`src/rtl/vga_rx_monitor_if.sv`:
```
// rtl/vga_rx_monitor_if.sv - VGA sync/colour inputs and recovered pixel/status outputs of vga_rx_monitor
interface vga_rx_monitor_if;
  logic        h_sync;
  logic        v_sync;
  logic        R;
  logic        G;
  logic        B;
  logic [10:0] x_pix;
  logic [10:0] y_pix;
  logic        pix_valid;
  logic [2:0]  pix_rgb;
  logic        lock;
  logic        err_sticky;
  logic [7:0]  err_cnt;
  logic        frame_done;
  logic [17:0] cnt_r;
  logic [17:0] cnt_g;
  logic [17:0] cnt_b;

  modport master (
    output h_sync, v_sync, R, G, B,
    input  x_pix, y_pix, pix_valid, pix_rgb, lock, err_sticky, err_cnt,
    input  frame_done, cnt_r, cnt_g, cnt_b
  );

  modport slave (
    input  h_sync, v_sync, R, G, B,
    output x_pix, y_pix, pix_valid, pix_rgb, lock, err_sticky, err_cnt,
    output frame_done, cnt_r, cnt_g, cnt_b
  );
endinterface

```
`src/rtl/vga_rx_monitor.sv`:
```
// rtl/vga_rx_monitor.sv - VGA receive monitor: sync lock, pixel coordinates, per-frame colour counts
// Per-frame colour counters are built only when VGA_RX_PIXCNT_EN is defined.
module vga_rx_monitor #(
  parameter int H_TOTAL     = 1040,
  parameter int H_SYNC      = 120,
  parameter int H_ACT_START = 105,
  parameter int H_ACTIVE    = 800,
  parameter int V_TOTAL     = 666,
  parameter int V_SYNC      = 8,
  parameter int V_ACT_START = 23,
  parameter int V_ACTIVE    = 600
) (
  input  logic             clk,
  input  logic             reset,
  vga_rx_monitor_if.slave  bus
);
  localparam logic [1:0]  S_SEARCH = 2'd0;
  localparam logic [1:0]  S_TRACK  = 2'd1;
  localparam logic [1:0]  S_LOCKED = 2'd2;
  localparam logic [10:0] POS_MAX  = 11'h7ff;
  localparam logic [10:0] H_TOT    = 11'(H_TOTAL);
  localparam logic [10:0] H_SYN    = 11'(H_SYNC);
  localparam logic [10:0] H_FIRST  = 11'(H_ACT_START);
  localparam logic [10:0] H_LAST   = 11'(H_ACT_START + H_ACTIVE - 1);
  localparam logic [10:0] V_TOT    = 11'(V_TOTAL);
  localparam logic [10:0] V_SYN    = 11'(V_SYNC);
  localparam logic [10:0] V_FIRST  = 11'(V_ACT_START);
  localparam logic [10:0] V_LAST   = 11'(V_ACT_START + V_ACTIVE - 1);

  logic        hs_q, vs_q, hs_qq, vs_qq;
  logic [2:0]  rgb_q;
  logic        hs_rise, vs_rise;
  logic [10:0] h_pos, v_pos, hs_low, vs_low;
  logic [10:0] h_pos_nxt, v_pos_nxt;
  logic [1:0]  state, state_nxt;
  logic        err_line, err_timeout, err_frame, err;
  logic        in_window, valid_nxt;

  always_ff @(posedge clk or posedge reset) begin
    if (reset) begin
      hs_q  <= 1'b1;
      vs_q  <= 1'b1;
      hs_qq <= 1'b1;
      vs_qq <= 1'b1;
      rgb_q <= 3'b000;
    end else begin
      hs_q  <= bus.h_sync;
      vs_q  <= bus.v_sync;
      hs_qq <= hs_q;
      vs_qq <= vs_q;
      rgb_q <= {bus.R, bus.G, bus.B};
    end
  end

  assign hs_rise = hs_q & ~hs_qq;
  assign vs_rise = vs_q & ~vs_qq;

  // *_nxt is the position of the pin cycle captured in rgb_q, so outputs register from it.
  always_comb begin
    h_pos_nxt = h_pos;
    if (hs_rise)                 h_pos_nxt = 11'd1;
    else if (h_pos != POS_MAX)   h_pos_nxt = h_pos + 11'd1;
    v_pos_nxt = v_pos;
    if (vs_rise && hs_rise)                  v_pos_nxt = 11'd1;
    else if (hs_rise && v_pos != POS_MAX)    v_pos_nxt = v_pos + 11'd1;
  end

  assign err_line    = hs_rise && (h_pos != H_TOT || hs_low != H_SYN);
  assign err_timeout = !hs_rise && (h_pos == H_TOT);
  assign err_frame   = vs_rise && (!hs_rise || v_pos != V_TOT || vs_low != V_SYN);
  assign err         = (state != S_SEARCH) && (err_line || err_timeout || err_frame);

  always_comb begin
    state_nxt = state;
    case (state)
      S_SEARCH: if (vs_rise) state_nxt = S_TRACK;
      S_TRACK:  if (err) state_nxt = S_SEARCH; else if (vs_rise) state_nxt = S_LOCKED;
      S_LOCKED: if (err) state_nxt = S_SEARCH;
      default:  state_nxt = S_SEARCH;
    endcase
  end

  assign in_window = (h_pos_nxt >= H_FIRST) && (h_pos_nxt <= H_LAST) &&
                     (v_pos_nxt >= V_FIRST) && (v_pos_nxt <= V_LAST);
  assign valid_nxt = in_window && (state_nxt == S_LOCKED);

  always_ff @(posedge clk or posedge reset) begin
    if (reset) begin
      h_pos          <= 11'd0;
      v_pos          <= 11'd0;
      hs_low         <= 11'd0;
      vs_low         <= 11'd0;
      state          <= S_SEARCH;
      bus.x_pix      <= 11'd0;
      bus.y_pix      <= 11'd0;
      bus.pix_valid  <= 1'b0;
      bus.pix_rgb    <= 3'b000;
      bus.err_sticky <= 1'b0;
      bus.err_cnt    <= 8'd0;
    end else begin
      h_pos <= h_pos_nxt;
      v_pos <= v_pos_nxt;
      if (hs_rise)                        hs_low <= 11'd0;
      else if (!hs_q && hs_low != POS_MAX) hs_low <= hs_low + 11'd1;
      if (vs_rise)                                   vs_low <= 11'd0;
      else if (hs_rise && !vs_q && vs_low != POS_MAX) vs_low <= vs_low + 11'd1;
      state         <= state_nxt;
      bus.x_pix     <= in_window ? (h_pos_nxt - H_FIRST) : 11'd0;
      bus.y_pix     <= in_window ? (v_pos_nxt - V_FIRST) : 11'd0;
      bus.pix_valid <= valid_nxt;
      bus.pix_rgb   <= valid_nxt ? rgb_q : 3'b000;
      if (err) begin
        bus.err_sticky <= 1'b1;
        if (bus.err_cnt != 8'hff) bus.err_cnt <= bus.err_cnt + 8'd1;
      end
    end
  end

  assign bus.lock = (state == S_LOCKED);

`ifdef VGA_RX_PIXCNT_EN
  logic [17:0] acc_r, acc_g, acc_b;
  logic        frame_ok;

  // A frame that ends in a timing error is discarded rather than published.
  assign frame_ok = vs_rise && (state == S_LOCKED) && !err;

  always_ff @(posedge clk or posedge reset) begin
    if (reset) begin
      acc_r          <= 18'd0;
      acc_g          <= 18'd0;
      acc_b          <= 18'd0;
      bus.cnt_r      <= 18'd0;
      bus.cnt_g      <= 18'd0;
      bus.cnt_b      <= 18'd0;
      bus.frame_done <= 1'b0;
    end else begin
      bus.frame_done <= frame_ok;
      if (frame_ok) begin
        bus.cnt_r <= acc_r;
        bus.cnt_g <= acc_g;
        bus.cnt_b <= acc_b;
      end
      if (vs_rise || state_nxt != S_LOCKED) begin
        acc_r <= 18'd0;
        acc_g <= 18'd0;
        acc_b <= 18'd0;
      end else if (valid_nxt) begin
        acc_r <= acc_r + {17'd0, rgb_q[2]};
        acc_g <= acc_g + {17'd0, rgb_q[1]};
        acc_b <= acc_b + {17'd0, rgb_q[0]};
      end
    end
  end
`else
  assign bus.frame_done = 1'b0;
  assign bus.cnt_r      = 18'd0;
  assign bus.cnt_g      = 18'd0;
  assign bus.cnt_b      = 18'd0;
`endif
endmodule

```
`src/flat_wrapper.sv`:
```
// flat-port wrapper written by rule: the top's interface ports become plain ports
module vga_rx_monitor_flat 
#(
  parameter int H_TOTAL     = 1040,
  parameter int H_SYNC      = 120,
  parameter int H_ACT_START = 105,
  parameter int H_ACTIVE    = 800,
  parameter int V_TOTAL     = 666,
  parameter int V_SYNC      = 8,
  parameter int V_ACT_START = 23,
  parameter int V_ACTIVE    = 600
)
  (clk, reset, bus_h_sync, bus_v_sync, bus_R, bus_G, bus_B, bus_x_pix, bus_y_pix, bus_pix_valid, bus_pix_rgb, bus_lock, bus_err_sticky, bus_err_cnt, bus_frame_done, bus_cnt_r, bus_cnt_g, bus_cnt_b);
  vga_rx_monitor_if bus_i ();
  input  logic clk;
  input  logic reset;
  input wire logic [$bits(bus_i.h_sync)-1:0] bus_h_sync;
  input wire logic [$bits(bus_i.v_sync)-1:0] bus_v_sync;
  input wire logic [$bits(bus_i.R)-1:0] bus_R;
  input wire logic [$bits(bus_i.G)-1:0] bus_G;
  input wire logic [$bits(bus_i.B)-1:0] bus_B;
  output wire logic [$bits(bus_i.x_pix)-1:0] bus_x_pix;
  output wire logic [$bits(bus_i.y_pix)-1:0] bus_y_pix;
  output wire logic [$bits(bus_i.pix_valid)-1:0] bus_pix_valid;
  output wire logic [$bits(bus_i.pix_rgb)-1:0] bus_pix_rgb;
  output wire logic [$bits(bus_i.lock)-1:0] bus_lock;
  output wire logic [$bits(bus_i.err_sticky)-1:0] bus_err_sticky;
  output wire logic [$bits(bus_i.err_cnt)-1:0] bus_err_cnt;
  output wire logic [$bits(bus_i.frame_done)-1:0] bus_frame_done;
  output wire logic [$bits(bus_i.cnt_r)-1:0] bus_cnt_r;
  output wire logic [$bits(bus_i.cnt_g)-1:0] bus_cnt_g;
  output wire logic [$bits(bus_i.cnt_b)-1:0] bus_cnt_b;
  assign bus_i.h_sync = bus_h_sync;
  assign bus_i.v_sync = bus_v_sync;
  assign bus_i.R = bus_R;
  assign bus_i.G = bus_G;
  assign bus_i.B = bus_B;
  assign bus_x_pix = bus_i.x_pix;
  assign bus_y_pix = bus_i.y_pix;
  assign bus_pix_valid = bus_i.pix_valid;
  assign bus_pix_rgb = bus_i.pix_rgb;
  assign bus_lock = bus_i.lock;
  assign bus_err_sticky = bus_i.err_sticky;
  assign bus_err_cnt = bus_i.err_cnt;
  assign bus_frame_done = bus_i.frame_done;
  assign bus_cnt_r = bus_i.cnt_r;
  assign bus_cnt_g = bus_i.cnt_g;
  assign bus_cnt_b = bus_i.cnt_b;
  vga_rx_monitor #(.H_TOTAL(H_TOTAL), .H_SYNC(H_SYNC), .H_ACT_START(H_ACT_START), .H_ACTIVE(H_ACTIVE), .V_TOTAL(V_TOTAL), .V_SYNC(V_SYNC), .V_ACT_START(V_ACT_START), .V_ACTIVE(V_ACTIVE)) u_core (.clk(clk), .reset(reset), .bus(bus_i));
endmodule
```
`config.mk`:
```
export PLATFORM = sky130hd
export DESIGN_NAME = vga_rx_monitor_flat
export DESIGN_NICKNAME = d
export VERILOG_FILES = /design/src/rtl/vga_rx_monitor_if.sv /design/src/rtl/vga_rx_monitor.sv /design/src/flat_wrapper.sv
export SDC_FILE = /design/constraint.sdc
export NUM_CORES = 1
export LEC_CHECK = 0
export BUFFER_PORTS_ARGS = -buffer_cell sky130_fd_sc_hd__buf_2
export CORE_UTILIZATION = 56
export CTS_BUF_LIST = sky130_fd_sc_hd__clkbuf_16
export CTS_CLUSTER_DIAMETER = 50
export DETAILED_ROUTE_END_ITERATION = 12
export HOLD_SLACK_MARGIN = 0.15
export PLACE_DENSITY_LB_ADDON = 0.3
export SLEW_MARGIN = 20
export SYNTH_ARGS = -nofsm -noshare
export SYNTH_HDL_FRONTEND = slang
export SYNTH_SLANG_ARGS = --single-unit
```
`constraint.sdc`:
```
create_clock -name clk -period 3.74 [get_ports clk]
set_clock_uncertainty 0.2 [all_clocks]
set_input_delay 0 -clock clk [delete_from_list [all_inputs] [get_ports clk]]
set_output_delay 0 -clock clk [all_outputs]
set_load 0.1 [all_outputs]
```
==> results of run 1 <==
-- cell families (layout without fill, tap and decap cells) --
logic type                 Yosys count  after routing
muxes                                4              4
DFF                                 88             88
and+or+nand+nor                    225            226
xor gates and xnor gates            33             33
AOI/OAI and AO/OA                   97             97
buffers and inverters              101            103
other                                1             55
adders and majority gates           14             14
-- timing repair --
item,4_1_cts,5_1_grt
gates resized for setup,0,9
hold endpoints to repair,89,0
endpoints found under the setup margin,0,24
hold buffers,12,0
-- area by class of cell --
class,count,share of cell area [%]
multi-input combinational,429,46.2
inverter,22,1.44
sequential,88,37.8
timing repair buffer,65,7.07
clock inverter,7,1.18
tap,111,2.38
clock buffer,9,3.86
-- path summary, 6_finish.rpt --
kind	startpoint	to
worst max register to register	u_core.h_pos[3]$_DFF_PP0_	u_core.bus.x_pix[7]$_DFF_PP0_
worst min register to register	u_core.vs_q$_DFF_PP1_	u_core.vs_qq$_DFF_PP1_
min in group asynchronous	reset	u_core.vs_low[4]$_DFFE_PP0P_
max in group asynchronous	reset	u_core.vs_q$_DFF_PP1_
worst min-delay path	u_core.vs_q$_DFF_PP1_	u_core.vs_qq$_DFF_PP1_
worst max-delay path	u_core.h_pos[3]$_DFF_PP0_	u_core.bus.x_pix[7]$_DFF_PP0_
-- layout by cell type (no fill, tap or decap), types with 7 or more instances in the layout --
cell           count
conb_1            55
nor4_1             9
a21oi_1           22
and4_1             7
nor2_1            56
clkbuf_16          9
xnor2_1           19
o211ai_1           7
buf_4             11
nand2_1           39
xor2_1            14
inv_1             21
dfrtp_1           83
o21ai_0           20
dlygate4sd3_1     12
ha_1              13
and3_1             9
nand3_1           24
buf_2             42
nand4_1           16
nor3_1             9
-- metrics by stage --
step                      cells  hold WS (ps)  instance area, um2  util, %
after floorplan             617          -196                5490        -
after global placement      702          -198                5370     58.4
after detailed placement    702          -190                5370     58.4
after CTS                   730           193                5780     62.9
after global routing        731           199                5840     63.5
final                       731           192                5840     63.5
-- sequential cells by signal, summed over array words and instances, names as in the netlist --
| register | cells |
|---|---|
| u_core.bus.err_cnt | 8 |
| u_core.bus.err_sticky | 1 |
| u_core.bus.pix_rgb | 3 |
| u_core.bus.pix_valid | 1 |
| u_core.bus.x_pix | 11 |
| u_core.bus.y_pix | 11 |
| u_core.h_pos | 11 |
| u_core.hs_low | 11 |
| u_core.hs_q | 1 |
| u_core.hs_qq | 1 |
| u_core.rgb_q | 3 |
| u_core.state | 2 |
| u_core.v_pos | 11 |
| u_core.vs_low | 11 |
| u_core.vs_q | 1 |
| u_core.vs_qq | 1 |
-- worst max-delay path: stages (launching register included) --
cell	delay, ps
dfrtp_1	550
and3_1	420
a21oi_1	130
a211oi_2	450
o211ai_1	270
nor2_1	350
a2bb2oi_2	380
nand4b_4	300
a211oi_2	260
-- where the power goes --
group          switching, mW  internal (mW)
combinational          0.776          0.254
sequential             0.163           1.04
clock                  0.381          0.519
total                   1.32           1.81
-- routing by layer --
metal  up-vias  global-route usage [%]
met4         0                    8.37
met5         -                       0
met2       156                    41.1
li1       2000                       -
met1      1979                    33.0
met3        23                    3.65
==> out/qor.yml, run 1 <==
detailed_routing:
  wirelength_met1_um: 5020
  vias_per_cell: 5.69
  firstDrtPassIters: 5
  wl_met2_um: 5780
  drcViolationCount: 0
  wl_per_cell_um: 16.0
  wl_met3_um: 667
  top_layer_used: "met4"
  first_iter_violations: 221
  vias: 4158
  ant_nets: 0
  drt_wl_total_um: 11700
cts:
  clockBufferDepth: 2
  h-tree-depth: 3
  clock_sinks: 88
  cts_inserted_buffers: 9
  cts_tree: "done"
  path_clk_slew_ps: 70
  cts_setup_buffers: 0
  insertion_delay_ps: 340
  root_buffer: "clkbuf_16"
floorplanning:
  std_cell_rows: 35
  core_area_mm2: 0.00920
  die_area_mm2: 0.00983
  initial_utilization_pct: 57.5
  die_h_um: 99.2
  io_pins: 98
  die_w_um: 99.2
sta:
  slew_viol_final: 0
  tightestPinTransition_ps: 724
  rsz0062_at_grt: "false"
  fmax_mhz: 292
  finalHoldViolations: 0
  finalCritPeriodShare_pct: 91.5
  fin_ws_ps: 317
  relSlewSlack_pct: 51.5
  fin_setup_tns_ps: 0
  finalCriticalPeriod_ps: 3420
  setup_violations: 0
worst_setup_path:
  worst_ep_arrival_time_ps: 3470
  reg2reg_depth: 8
  required_ps: 3790
  cp-end-kind: "register"
  cp-start-kind: "register"
  critPathMaxFanout: 12
  path_class: "register to register"
  r2r_slack_ps: 320
synth:
  async_reset_ff_share_pct: 100
  ys_ff_latch: 88
  syn_area_mm2: 0.00529
  synth.area.top_cells: "dfrtp_1 40%, buf_4 8.4%, nor2_1 4.0%, ha_1 3.3%, xnor2_1 3.1%"
  seq_area_frac_synth_pct: 41.8
  synth_xor_area_share_pct: 5.47
  muxShareOfSynthArea_pct: 0.805
  avgSynthCellArea_um2: 9.39
  yosys_warnings: 0
  yosys.area_share.simple_pct: 23.6
  synthMostInstantiatedCell: "dfrtp_1"
  syn_inst: 563
  synthTopCellsByCount: "84 x dfrtp_1, 59 x buf_4, 56 x nor2_1"
  synth_top_family_by_area: "simple AND/OR/NAND/NOR gates"
  synth.distinct_cells: 75
  ys.flop_type: "dfrtp_1"
  netlist.area_leader.share_pct: 39.8
  synth_compound_area_share_pct: 12.9
  yosysTopAreaCell: "dfrtp_1"
  synth-edff-count: 0
  synthAdderAreaFrac_pct: 3.31
layout:
  seqCellArea_mm2: 0.00221
  antennaDiodeCount: 0
  area_growth_pct: 10.4
  fillers: 764
  multi_input_area_mm2: 0.00270
  drive_gt1_share_pct: 17.1
  nNetsFinal: 636
global_routing:
  grt_max_degree: 35
  grt_pass1_wl_um: 19100
  antenna_found_initial: 0
  grt_use_total_pct: 24.6
  grt.overflow.total: 0
  grt_pass1_vias: 3884
worst_hold_path:
  hold_depth: 0
  hold_path_class: "register to register"
placement:
  hpwlAfterDp_um: 8240
  port-buffer-count: 42
  preCtsSetupSlack_ps: 157
  place_congestion: 0.944
power:
  power_mw: 3.13
  power.leakage_nw: 2.75
  ir_drop_mv: 0.345
  powerDensity_mw_per_mm2: 536
run_status:
  status: "finished clean"
flow_run:
  drv_cap: 0
Note: power is estimated with default switching activity, not from simulation.
==> run 2: changes to the inputs <==
--- a/config.mk
+++ b/config.mk
@@ -7,11 +7,11 @@
 export LEC_CHECK = 0
 export BUFFER_PORTS_ARGS = -buffer_cell sky130_fd_sc_hd__buf_2
 export CORE_UTILIZATION = 56
-export CTS_BUF_LIST = sky130_fd_sc_hd__clkbuf_16
 export CTS_CLUSTER_DIAMETER = 50
 export DETAILED_ROUTE_END_ITERATION = 12
-export HOLD_SLACK_MARGIN = 0.15
+export HOLD_SLACK_MARGIN = 0.06
 export PLACE_DENSITY_LB_ADDON = 0.3
+export SKIP_CTS_REPAIR_TIMING = 1
 export SLEW_MARGIN = 20
 export SYNTH_ARGS = -nofsm -noshare
 export SYNTH_HDL_FRONTEND = slang
==> run 2 against run 1 <==
Critical path depth is the same. Non-clock buffer count shrank 5. Largest power group unchanged. Sequential cell count unchanged. Combinational power hardly changed. Critical path type unchanged.
==> out/qor.yml, run 2 (same netlist as run 1, synthesis figures left out) <==
sta:
  slew_viol_final: 0  # unchanged
  setup_violations: 0  # unchanged
  fin_ws_ps: 233  # -83.9 ps
  relSlewSlack_pct: 51.6  # about the same
  fmax_mhz: 285  # -2.4%
  tightestPinTransition_ps: 723  # -0.632 ps
  finalCriticalPeriod_ps: 3510  # +83.9 ps
  finalHoldViolations: 0  # unchanged
  finalCritPeriodShare_pct: 93.8  # +2.2 points
detailed_routing:
  firstDrtPassIters: 5  # unchanged
  wl_per_cell_um: 15.8  # -1.3%
  first_iter_violations: 204  # -7.7%
  vias_per_cell: 5.69  # about the same
  vias: 4129  # -0.70%
  ant_nets: 0  # unchanged
  drt_wl_total_um: 11400  # -2.0%
  drcViolationCount: 0  # unchanged
placement:
  hpwlAfterDp_um: 8240  # unchanged
  placed_area_mm2: 0.00537  # unchanged
  dp.cells: 702  # unchanged
  preCtsSetupSlack_ps: 157  # unchanged
  port-buffer-count: 42  # unchanged
  place_congestion: 0.944  # unchanged
floorplanning:
  core_area_mm2: 0.00920  # unchanged
  die_h_um: 99.2  # unchanged
  std_cell_rows: 35  # unchanged
  io_pins: 98  # unchanged
  die_w_um: 99.2  # unchanged
  die_area_mm2: 0.00983  # unchanged
  initial_utilization_pct: 57.5  # unchanged
layout:
  nNetsFinal: 631  # -0.79%
  drive_gt1_share_pct: 17.2  # +0.14 points
  area_growth_pct: 7.67
  final_cell_mix: "83 x dfrtp_1, 56 x nor2_1, 55 x conb_1"
  layout_commonest_cell: "dfrtp_1"
  final_cells: 726  # -0.68%
  antennaDiodeCount: 0  # unchanged
  design_area_mm2: 0.00569  # -2.5%
global_routing:
  grt_use_total_pct: 24.0  # -0.63 points
  grt.overflow.total: 0  # unchanged
  antenna_found_initial: 0  # unchanged
  grt_max_degree: 35  # unchanged
  grt_pass1_wl_um: 18700  # -2.1%
  grt_pass1_vias: 3848  # -0.93%
cts:
  cts_inserted_buffers: 9  # unchanged
  insertion_delay_ps: 360  # +20 ps
  h-tree-depth: 3  # unchanged
  cts_tree: "done"
  clockBufferDepth: 2  # unchanged
  path_clk_slew_ps: 90  # +20 ps
  clock_sinks: 88  # unchanged
  root_buffer: "clkbuf_8"
worst_setup_path:
  cp-start-kind: "register"
  worst_ep_arrival_time_ps: 3560  # +90 ps
  path_class: "register to register"
  cp-end-kind: "register"
  required_ps: 3800  # about the same
  critPathMaxFanout: 12  # unchanged
power:
  power.leakage_nw: 2.69  # -2.4%
  powerDensity_mw_per_mm2: 511  # -4.7%
  ir_drop_mv: 0.345  # +0.23%
flow_run:
  drv_cap: 0  # unchanged
worst_hold_path:
  hold_path_class: "primary input to register"
run_status:
  status: "finished clean"
-- run 2: cell types whose count changed in the layout (fill, tap and decap cells not counted), sizes merged --
cell and change:
dlygate4sd3 -5, clkinv -1, clkbuf +2, inv -1
-- run 2: path summary, 6_finish.rpt --
check,startpoint,to,slack (ps),depth (start not counted)
setup / recovery,u_core.h_pos[3]$_DFF_PP0_,u_core.bus.x_pix[7]$_DFF_PP0_,230,8
hold / removal,bus_B,u_core.rgb_q[0]$_DFF_PP0_,80,2
setup reg to reg,u_core.h_pos[3]$_DFF_PP0_,u_core.bus.x_pix[7]$_DFF_PP0_,230,8
hold reg to reg,u_core.vs_q$_DFF_PP1_,u_core.vs_qq$_DFF_PP1_,190,0
max in group asynchronous,reset,u_core.vs_q$_DFF_PP1_,2030,5
min in group asynchronous,reset,u_core.v_pos[8]$_DFF_PP0_,540,4
-- run 2: metal layers --
layer	global-route usage (%)	part of all wire [%]
met1	32.3	44
met2	39.5	50
met3	4.43	5.4
met4	7.47	1.4
met5	0	0
-- run 2: final cells by class --
| type | count | area [um2] |
|---|---|---|
| inverter | 22 | 83.8 |
| clock buffer | 11 | 141 |
| fill | 786 | 3500 |
| multi-input combinational | 429 | 2700 |
| timing repair buffer | 60 | 363 |
| clock inverter | 5 | 61.3 |
| sequential | 88 | 2210 |
| tap | 111 | 139 |
-- run 2: critical path, cell delays in order, from the launching register on --
cell	delay, ps
dfrtp_1	560
and3_1	450
a21oi_1	140
a211oi_2	470
o211ai_1	280
nor2_1	320
a2bb2oi_2	390
nand4b_4	300
a211oi_1	300
-- run 2: through the flow --
step | power (mW) | hold slack (ps) | utilization, % | setup TNS (ps)
floorplan | 2.08 | -196 | - | 0
global placement | 2.19 | -198 | 58.4 | 0
detailed placement | 2.21 | -190 | 58.4 | 0
CTS | 2.90 | -584 | 60.6 | 0
global route | 3.05 | 62.5 | 61.9 | -5.80
finish | 2.91 | 84.4 | 61.9 | 0
-- run 2: where the power goes --
part           internal [mW]  switching [mW]  leakage [nW]
Sequential              1.03           0.163          1.17
Combinational          0.250           0.776          1.41
Clock                  0.334           0.347         0.105
==> run 3: changes to the inputs <==
--- a/config.mk
+++ b/config.mk
@@ -5,14 +5,14 @@
 export SDC_FILE = /design/constraint.sdc
 export NUM_CORES = 1
 export LEC_CHECK = 0
+export ABC_AREA = 1
 export BUFFER_PORTS_ARGS = -buffer_cell sky130_fd_sc_hd__buf_2
-export CORE_UTILIZATION = 56
+export CORE_UTILIZATION = 57
 export CTS_CLUSTER_DIAMETER = 50
 export DETAILED_ROUTE_END_ITERATION = 12
 export HOLD_SLACK_MARGIN = 0.06
 export PLACE_DENSITY_LB_ADDON = 0.3
 export SKIP_CTS_REPAIR_TIMING = 1
-export SLEW_MARGIN = 20
 export SYNTH_ARGS = -nofsm -noshare
 export SYNTH_HDL_FRONTEND = slang
 export SYNTH_SLANG_ARGS = --single-unit
==> run 3 against run 2 <==
Critical path depth is 8 higher. Fmax is 9.9% higher. Count of clock-buffer cells in the layout is 1 lower. Worst setup slack better by 320 ps. Sequential cell count stayed put. Final area is 3.7% higher. Register-to-register slack better by 320 ps. Power is 6.6% higher.
==> out/qor.yml, run 3 <==
run_status:
  status: "finished clean"
detailed_routing:
  vias: 4310  # +4.4%
  vias_per_cell: 4.98  # -12%
  wl_per_cell_um: 13.0  # -17%
  drcViolationCount: 0  # unchanged
  drt_wl_total_um: 11300  # -1.4%
  first_iter_violations: 190  # -6.9%
  ant_nets: 0  # unchanged
  firstDrtPassIters: 5  # unchanged
floorplanning:
  die_h_um: 99.8  # +0.67%
  std_cell_rows: 35  # unchanged
  die_w_um: 99.8  # +0.67%
  initial_utilization_pct: 59.0  # +1.5 points
  die_area_mm2: 0.00996  # +1.3%
  core_area_mm2: 0.00924  # +0.48%
  io_pins: 98  # unchanged
sta:
  slew_viol_final: 0  # unchanged
  fin_setup_tns_ps: 0  # unchanged
  tightestPinTransition_ps: 1040  # +312 ps
  rsz0062_at_grt: "false"
  setup_violations: 0  # unchanged
  relSlewSlack_pct: 30.9  # -21 points
  whs_ps: 81.0  # -3.44 ps
  finalCriticalPeriod_ps: 3190  # -316 ps
  fmax_mhz: 313  # +9.9%
  finalHoldViolations: 0  # unchanged
  finalCritPeriodShare_pct: 85.3  # -8.5 points
cts:
  root_buffer: "clkbuf_8"
  clock_sinks: 88  # unchanged
  clockBufferDepth: 2  # unchanged
  insertion_delay_ps: 360  # about the same
  cts_inserted_buffers: 9  # unchanged
  h-tree-depth: 3  # unchanged
  path_clk_slew_ps: 90  # about the same
  cts_tree: "done"
worst_setup_path:
  cp-end-kind: "register"
  worst_ep_arrival_time_ps: 3270  # -290 ps
  max_stage_delay_ps: 540  # -20 ps
  reg2reg_depth: 16  # +8
  crit_buf_inv: 4  # +4
  cpLargestDelayFamily: "simple AND/OR/NAND/NOR gates"
  path_class: "register to register"
  crit_slowest_cell: "dfstp_2"
  path_common_cell: "inv_1"
  critPathMaxFanout: 21  # +9
  crit_chain: "inv_1, nor2_4, buf_4, nand2_8, nand2_1, nand3_1, inv_1, ha_1, inv_1, nor2_1, nand4_1, nand3_2, nor2_2, nor2_2, nand2_2, nor2_1"
  required_ps: 3820  # +20 ps
  cp-start-kind: "register"
  crit_cells: 16  # +8
global_routing:
  antenna_found_initial: 0  # unchanged
  grt.overflow.total: 0  # unchanged
  grt_pass1_vias: 4048  # +5.2%
  grt_max_degree: 64  # +83%
  grt_use_total_pct: 24.4  # +0.42 points
  grt_pass1_wl_um: 19100  # +2.3%
flow_run:
  drv_cap: 0  # unchanged
synth:
  synth_xor_area_share_pct: 3.85  # -1.6 points
  netlist.area_leader.share_pct: 38.5  # -1.2 points
  ys_ff_latch: 88  # unchanged
  synth-edff-count: 0  # unchanged
  syn_area_mm2: 0.00545  # +3.2%
  yosysTopAreaCell: "dfrtp_1"
  async_reset_ff_share_pct: 100  # unchanged
  synth_compound_area_share_pct: 6.79  # -6.2 points
  synthTopCellsByCount: "130 x nand2_1, 95 x inv_1, 84 x dfrtp_1"
  avgSynthCellArea_um2: 8.04  # -14%
  synth_top_family_by_area: "simple AND/OR/NAND/NOR gates"
  yosys_warnings: 0  # unchanged
  synthAdderAreaFrac_pct: 3.21  # -0.10 points
  synth.area.top_cells: "dfrtp_1 39%, nand2_1 8.9%, buf_4 8.0%, inv_1 6.5%, nand3_1 3.9%"
  synth.distinct_cells: 39  # -48%
  synthMostInstantiatedCell: "nand2_1"
  ys.flop_type: "dfrtp_1"
  syn_inst: 678  # +20%
  yosys.area_share.simple_pct: 29.8  # +6.2 points
  seq_area_frac_synth_pct: 40.5  # -1.3 points
  muxShareOfSynthArea_pct: 0  # -0.80 points
worst_hold_path:
  hold_depth: 2  # unchanged
  hold_path_class: "primary input to register"
layout:
  multi_input_area_mm2: 0.00259  # -3.9%
  drive_gt1_share_pct: 17.9  # +0.70 points
  fillers: 828  # +5.3%
  antennaDiodeCount: 0  # unchanged
  seqCellArea_mm2: 0.00221  # about the same
  final_cell_mix: "130 x nand2_1, 94 x inv_1, 84 x dfrtp_1"
  layout_commonest_cell: "nand2_1"
  nNetsFinal: 753  # +19%
  area_growth_pct: 8.19
power:
  powerDensity_mw_per_mm2: 525  # +2.8%
  power.leakage_nw: 3.10  # +15%
  ir_drop_mv: 0.335  # -3.1%
placement:
  port-buffer-count: 42  # unchanged
  place_congestion: 0.943  # -0.19%
  hpwlAfterDp_um: 8520  # +3.4%
-- run 3: changes by cell type after synthesis, sizes merged, moves of 14 or more --
| cell | delta |
|---|---|
| nand2 | +105 |
| inv | +78 |
| nand3 | +27 |
| nor2 | +23 |
| o21ai | +15 |
| xnor2 | -14 |
-- run 3: cell type report --
cell class | instances | area share [%]
sequential | 88 | 37.4
clock inverter | 5 | 2.18
clock buffer | 10 | 2.16
tap | 129 | 2.74
timing repair buffer | 53 | 5.22
multi-input combinational | 480 | 43.9
inverter | 100 | 6.42
-- run 3: logic make-up after synthesis --
logic type                 after synthesis
buffers and inverters                  164
other                                    1
AOI/OAI and AO/OA                       65
DFF                                     88
and+or+nand+nor                        322
adders and majority gates               14
xor gates and xnor gates                24
-- run 3: per-stage QoR --
step	cells	total power, mW	cell area, um2	util (%)	setup slack [ps]
after floorplan	732	2.11	5660	-	1120
after global placement	844	2.24	5580	60.4	690
after global routing	865	3.26	5900	63.9	158
after CTS	859	3.11	5840	63.2	529
final	865	3.10	5900	63.9	550
after detailed placement	844	2.25	5580	60.4	566
-- run 3: final timing paths --
check,from,to,slack (ps)
max,u_core.hs_q$_DFF_PP1_,u_core.bus.y_pix[10]$_DFF_PP0_,550
min,bus_h_sync,u_core.hs_q$_DFF_PP1_,80
max reg2reg,u_core.hs_q$_DFF_PP1_,u_core.bus.y_pix[10]$_DFF_PP0_,550
min reg2reg,u_core.hs_q$_DFF_PP1_,u_core.hs_qq$_DFF_PP1_,180
max in group asynchronous,reset,u_core.h_pos[4]$_DFF_PP0_,2230
min in group asynchronous,reset,u_core.bus.y_pix[4]$_DFF_PP0_,200
-- run 3: power breakdown --
| group | internal, mW | switching (mW) |
|---|---|---|
| clock network | 0.511 | 0.338 |
| registers | 1.03 | 0.106 |
| logic | 0.237 | 0.872 |
| total | 1.78 | 1.32 |
-- run 3: routing by layer --
metal | up-vias | share of wire, % | track usage, % | wire length, um
li1 | 2158 | - | - | -
met1 | 2029 | 45 | 32.8 | 5040
met2 | 112 | 50 | 39.8 | 5660
met3 | 11 | 3.8 | 5.01 | 434
met4 | 0 | 1.3 | 7.35 | 148
met5 | - | 0 | 0 | 0
